[src/rtl/qpsk_sp_mapper_if.sv]
// Bit-stream handshake and mapped I/Q symbol bundle for the QPSK splitter/mapper.
// master drives the serial bits; slave is the mapper.
interface qpsk_sp_mapper_if;
  logic       bit_in;
  logic       bit_valid;
  logic       bit_ready;
  logic [1:0] I_out;
  logic [1:0] Q_out;
  logic       sym_strobe;
  logic       underrun;

  modport master (
    output bit_in, bit_valid,
    input  bit_ready, I_out, Q_out, sym_strobe, underrun
  );

  modport slave (
    input  bit_in, bit_valid,
    output bit_ready, I_out, Q_out, sym_strobe, underrun
  );
endinterface

[src/rtl/qpsk_sp_mapper.sv]
// QPSK transmit splitter/mapper: pairs serial bits as (I, Q), buffers one symbol,
// and emits mapped bipolar levels on a free-running SYM_DIV-cycle symbol tick.
module qpsk_sp_mapper #(
  parameter int unsigned SYM_DIV = 4,
  parameter logic [1:0]  MAP_POS = 2'b01,
  parameter logic [1:0]  MAP_NEG = 2'b11
) (
  input  logic              clk_fs,
  input  logic              rst_n,
  qpsk_sp_mapper_if.slave   bus
);

  typedef enum logic {StIbit, StQbit} phase_e;

  phase_e     phase_q, phase_d;
  logic       i_bit_q, i_bit_d;
  logic [1:0] pending_q, pending_d;
  logic       pending_full_q, pending_full_d;
  logic [3:0] sym_cnt_q, sym_cnt_d;
  logic [1:0] i_out_q, i_out_d;
  logic [1:0] q_out_q, q_out_d;
  logic       strobe_q, strobe_d;
  logic       underrun_q, underrun_d;

  logic ready;
  logic xfer;
  logic tick;

  function automatic logic [1:0] map_bit(input logic b);
    return b ? MAP_NEG : MAP_POS;
  endfunction

  // Refuse only the Q bit while the buffer is full, so a pair can never overwrite it.
  assign ready = ~(pending_full_q & (phase_q == StQbit));
  assign xfer  = bus.bit_valid & ready;
  assign tick  = (sym_cnt_q == 4'(SYM_DIV - 1));

  always_comb begin
    phase_d        = phase_q;
    i_bit_d        = i_bit_q;
    pending_d      = pending_q;
    pending_full_d = pending_full_q;
    sym_cnt_d      = tick ? 4'd0 : sym_cnt_q + 4'd1;
    i_out_d        = i_out_q;
    q_out_d        = q_out_q;
    strobe_d       = 1'b0;
    underrun_d     = 1'b0;

    // Tick consumes the buffer before the assembler can refill it: no bypass.
    if (tick) begin
      strobe_d = 1'b1;
      if (pending_full_q) begin
        i_out_d        = map_bit(pending_q[1]);
        q_out_d        = map_bit(pending_q[0]);
        pending_full_d = 1'b0;
      end else begin
        i_out_d    = 2'b00;
        q_out_d    = 2'b00;
        underrun_d = 1'b1;
      end
    end

    if (xfer) begin
      unique case (phase_q)
        StIbit: begin
          i_bit_d = bus.bit_in;
          phase_d = StQbit;
        end
        StQbit: begin
          pending_d      = {i_bit_q, bus.bit_in};
          pending_full_d = 1'b1;
          phase_d        = StIbit;
        end
        default: phase_d = StIbit;
      endcase
    end
  end

  always_ff @(posedge clk_fs or negedge rst_n) begin
    if (!rst_n) begin
      phase_q        <= StIbit;
      i_bit_q        <= 1'b0;
      pending_q      <= 2'b00;
      pending_full_q <= 1'b0;
      sym_cnt_q      <= 4'd0;
      i_out_q        <= 2'b00;
      q_out_q        <= 2'b00;
      strobe_q       <= 1'b0;
      underrun_q     <= 1'b0;
    end else begin
      phase_q        <= phase_d;
      i_bit_q        <= i_bit_d;
      pending_q      <= pending_d;
      pending_full_q <= pending_full_d;
      sym_cnt_q      <= sym_cnt_d;
      i_out_q        <= i_out_d;
      q_out_q        <= q_out_d;
      strobe_q       <= strobe_d;
      underrun_q     <= underrun_d;
    end
  end

  assign bus.bit_ready  = ready;
  assign bus.I_out      = i_out_q;
  assign bus.Q_out      = q_out_q;
  assign bus.sym_strobe = strobe_q;
  assign bus.underrun   = underrun_q;

endmodule

[src/flat_wrapper.sv]
// flat-port wrapper written by rule: the top's interface ports become plain ports
module qpsk_sp_mapper_flat 
#(
  parameter int unsigned SYM_DIV = 4,
  parameter logic [1:0]  MAP_POS = 2'b01,
  parameter logic [1:0]  MAP_NEG = 2'b11
)
  (clk_fs, rst_n, bus_bit_in, bus_bit_valid, bus_bit_ready, bus_I_out, bus_Q_out, bus_sym_strobe, bus_underrun);
  qpsk_sp_mapper_if bus_i ();
  input  logic clk_fs;
  input  logic rst_n;
  input wire logic [$bits(bus_i.bit_in)-1:0] bus_bit_in;
  input wire logic [$bits(bus_i.bit_valid)-1:0] bus_bit_valid;
  output wire logic [$bits(bus_i.bit_ready)-1:0] bus_bit_ready;
  output wire logic [$bits(bus_i.I_out)-1:0] bus_I_out;
  output wire logic [$bits(bus_i.Q_out)-1:0] bus_Q_out;
  output wire logic [$bits(bus_i.sym_strobe)-1:0] bus_sym_strobe;
  output wire logic [$bits(bus_i.underrun)-1:0] bus_underrun;
  assign bus_i.bit_in = bus_bit_in;
  assign bus_i.bit_valid = bus_bit_valid;
  assign bus_bit_ready = bus_i.bit_ready;
  assign bus_I_out = bus_i.I_out;
  assign bus_Q_out = bus_i.Q_out;
  assign bus_sym_strobe = bus_i.sym_strobe;
  assign bus_underrun = bus_i.underrun;
  qpsk_sp_mapper #(.SYM_DIV(SYM_DIV), .MAP_POS(MAP_POS), .MAP_NEG(MAP_NEG)) u_core (.clk_fs(clk_fs), .rst_n(rst_n), .bus(bus_i));
endmodule
[config.mk]
export PLATFORM = sky130hd
export DESIGN_NAME = qpsk_sp_mapper_flat
export DESIGN_NICKNAME = d
export VERILOG_FILES = /design/src/rtl/qpsk_sp_mapper_if.sv /design/src/rtl/qpsk_sp_mapper.sv /design/src/flat_wrapper.sv
export SDC_FILE = /design/constraint.sdc
export NUM_CORES = 1
export LEC_CHECK = 0
export CAP_MARGIN = 10
export CELL_PAD_IN_SITES_DETAIL_PLACEMENT = 0
export CELL_PAD_IN_SITES_GLOBAL_PLACEMENT = 2
export CORE_MARGIN = 5
export CORE_UTILIZATION = 34
export CTS_CLUSTER_SIZE = 8
export DETAILED_ROUTE_END_ITERATION = 8
export PLACE_DENSITY = 0.82
export SYNTH_ARGS = -nofsm -noshare
export SYNTH_HDL_FRONTEND = slang
export SYNTH_SLANG_ARGS = --single-unit
[constraint.sdc]
create_clock -name clk_fs -period 2.1 [get_ports clk_fs]
set_input_delay 0.42 -clock clk_fs [delete_from_list [all_inputs] [get_ports clk_fs]]
set_output_delay 0.42 -clock clk_fs [all_outputs]
set_load 0.01 [all_outputs]
==> impl_metrics.json <==
{
  "p_seq_share_pct": 48.4,
  "io-pin-count": 11,
  "cts_resized": 0,
  "peakVddDrop_v": 0.0007300,
  "cp_max_fo": 6,
  "synthCells": 40,
  "die_w_um": 50.15,
  "synth_mux_area_share_pct": 12.56,
  "root_buffer": "clkbuf_4",
  "gp_congestion": 0.6950,
  "antenna_found_initial": 0,
  "n_antenna_cell": 0,
  "avgSynthCellArea_um2": 13.70,
  "vias": 307,
  "crit_family": "buffers and inverters",
  "row_count": 14,
  "drv_slew": 0,
  "cp-start-kind": "flip-flop",
  "worst_slack_ns": 0.3667,
  "cts_hold_buf": 0,
  "die_area_um2": 2515,
  "finalSetupViolations": 0,
  "synth_area_leaders": "dfrtp_1, mux2_2, mux2i_1",
  "synth_edf_count": 0,
  "synth-xor-area-share_pct": 1.598,
  "dieHeight_um": 50.15,
  "hold_path_class": "reg -> reg",
  "grt_start_max_net_pins": 15,
  "cts_tree": "built",
  "cts_sinks": 14,
  "cts_htree_levels": 1,
  "drt_iter0_markers": 2,
  "endpoint_kind": "primary output",
  "wl_per_cell_um": 11.72,
  "drive_gt1_share_pct": 18.87,
  "grt_usage_pct": 7.626,
  "dr.max_layer_used": "met3",
  "synth-seq-cells": 14,
  "max_cap_violations": 0,
  "holdWs_ns": 0.4602,
  "hpwl_um": 603.6,
  "yosysUniqueCellTypes": 17,
  "max_freq_mhz": 576.9,
  "max_stage_delay_ns": 0.53,
  "p_sw_w": 0.0002141,
  "status": "finished, final reports clean",
  "remaining_drc_errors": 0,
  "initial_core_util_pct": 35.96,
  "synthAdderAreaFrac_pct": 2.283,
  "cts_setup_buffers": 0,
  "drtPass1Iterations": 2,
  "viasPerCell": 4.449,
  "tightest_slew_ns": 0.6055,
  "min_period_over_period_pct": 82.54,
  "wirelength_um": 809,
  "required_ns": 1.68,
  "clockPowerShare_pct": 23.6,
  "synth_flop_cell": "dfrtp_1",
  "criticalPathCategory": "reg -> out",
  "period_minus_slack_ns": 1.733,
  "cp_slowest_cell": "clkdlybuf4s50_1",
  "grt-ovfl-total": 0,
  "p_per_area_nw_per_um2": 1158,
  "swShare_pct": 26.53,
  "p_int_w": 0.0005928,
  "finalNetCount": 59,
  "met2_length_um": 352,
  "synth_top_family_by_area": "multiplexers",
  "async_reset_ff_share_pct": 100.0,
  "cp.arrival_ns": 1.31,
  "worst_clock_skew_ns": 0.001727,
  "rsz0062_at_grt": "no",
  "crit_chain": "nand2_1 -> clkdlybuf4s50_1",
  "synth-seq-area-share_pct": 63.93,
  "syn_to_final_growth_pct": 27.17,
  "met1_length_um": 361,
  "yosys.area_share.simple_pct": 12.33,
  "grt_pass1_vias": 297,
  "core_um2": 1524,
  "cts_buffers": 3,
  "wl_met3_um": 95,
  "synth_top_area_share_pct": 63.93,
  "synth_compound_area_share_pct": 3.196,
  "netlist_area_um2": 548.0,
  "slew_headroom_pct": 59.51,
  "p_leak_nw": 0.3039,
  "hold_viol": 0,
  "setup_tns_ns": 0,
  "clk_pin_slew_worst_paths_ns": 0.08,
  "combPwrFrac_pct": 28.1,
  "critPathBufInv": 1,
  "port_buffers": 10,
  "ant_nets": 0,
  "yosys_warnings": 0,
  "clockBufferDepth": 2,
  "pre_cts_ws_ns": 0.5963,
  "grt_pass1_wl_mm": 1.421,
  "synth_fp_nets": 45,
  "fill_cells": 135,
  "synth_top_area_cell": "dfrtp_1",
  "clk_latency_ns": 0.27
}
[kinds of logic (layout without fill, tap and decap cells)]
logic type      Yosys count  count (layout)
flops                    14              14
simple gates             10              10
mux                       6               6
buf+inv                   5              18
compound gates            3               3
fa+ha+maj                 1               1
xor+xnor                  1               1
[stage by stage]
| step | total power, W | cells | instance area [µm²] | utilization, % |
|---|---|---|---|---|
| floorplan | 0.0005189 | 40 | 548.0 | - |
| global placement | 0.0006251 | 65 | 660.6 | 43.35 |
| detailed placement | 0.0006292 | 65 | 660.6 | 43.35 |
| CTS | 0.0008242 | 69 | 696.9 | 45.73 |
| global route | 0.0008642 | 69 | 696.9 | 45.73 |
| finish | 0.0008069 | 69 | 696.9 | 45.73 |
[layout make-up]
cell class / instances / area, µm² / share of cell area, %
sequential: 14 / 350.3 / 50.27
multi-input combinational: 21 / 175.2 / 25.13
timing repair buffer: 10 / 100.1 / 14.36
clock buffer: 4 / 36.28 / 5.206
tap: 16 / 20.02 / 2.873
inverter: 4 / 15.01 / 2.154
[power by group through the flow]
stage	logic [W]	registers, W	clock network (W)
finish	0.000226	0.000390	0.000190
floorplan	0.000120	0.000399	0
global route	0.000247	0.000404	0.000213
global placement	0.000228	0.000397	0
detailed placement	0.000231	0.000399	0
CTS	0.000232	0.000393	0.000200
[cell usage after synthesis (all sizes together), types with 2 or more instances]
| cell type | n |
|---|---|
| nand2 | 3 |
| mux2 | 4 |
| o21ai | 2 |
| dfrtp | 14 |
| inv | 4 |
| nand3b | 2 |
| mux2i | 2 |
[flip-flops by register name (all words and copies together) (netlist names)]
register / count
u_core.i_bit_q: 1
u_core.bus.Q_out: 2
u_core.bus.I_out: 1
u_core.bus.underrun: 1
u_core.bus.sym_strobe: 1
u_core.phase_q: 1
u_core.sym_cnt_q: 4
u_core.pending_full_q: 1
u_core.pending_q: 2
[layer usage]
layer | global-route usage (%) | vias to the layer above
li1 | - | 155
met1 | 9.756 | 140
met2 | 10.46 | 12
met3 | 5.621 | 0
met4 | 1.310 | 0
met5 | 0 | -
[placed cells by master, fill, tap and decap left out, drive strengths merged]
cell / synthesis / routed
ha: 1 / 1
nor2: 1 / 1
nand2: 3 / 3
o21a: 1 / 1
nand3b: 2 / 2
clkbuf: 0 / 4
and2: 1 / 1
o21ai: 2 / 2
nand2b: 1 / 1
inv: 4 / 4
mux2i: 2 / 2
nand3: 1 / 1
dfrtp: 14 / 14
mux2: 4 / 4
clkdlybuf4s50: 0 / 10
nor3b: 1 / 1
xnor2: 1 / 1
[final timing paths]
path | endpoint | from | cells after the start | slack, ns
max in group asynchronous | u_core.sym_cnt_q[0]$_DFF_PN0_ | rst_n | 1 | 1.19
min in group asynchronous | u_core.bus.I_out[1]$_DFFE_PN0P_ | rst_n | 1 | 0.52
worst max-delay path | bus_bit_ready | u_core.pending_full_q$_DFF_PN0_ | 2 | 0.37
worst min register to register | u_core.sym_cnt_q[0]$_DFF_PN0_ | u_core.sym_cnt_q[0]$_DFF_PN0_ | 1 | 0.46
worst min-delay path | u_core.sym_cnt_q[0]$_DFF_PN0_ | u_core.sym_cnt_q[0]$_DFF_PN0_ | 1 | 0.46
worst max register to register | u_core.bus.Q_out[0]$_DFFE_PN0P_ | u_core.sym_cnt_q[0]$_DFF_PN0_ | 3 | 0.71
No activity file was read; power rests on OpenSTA's default activity.
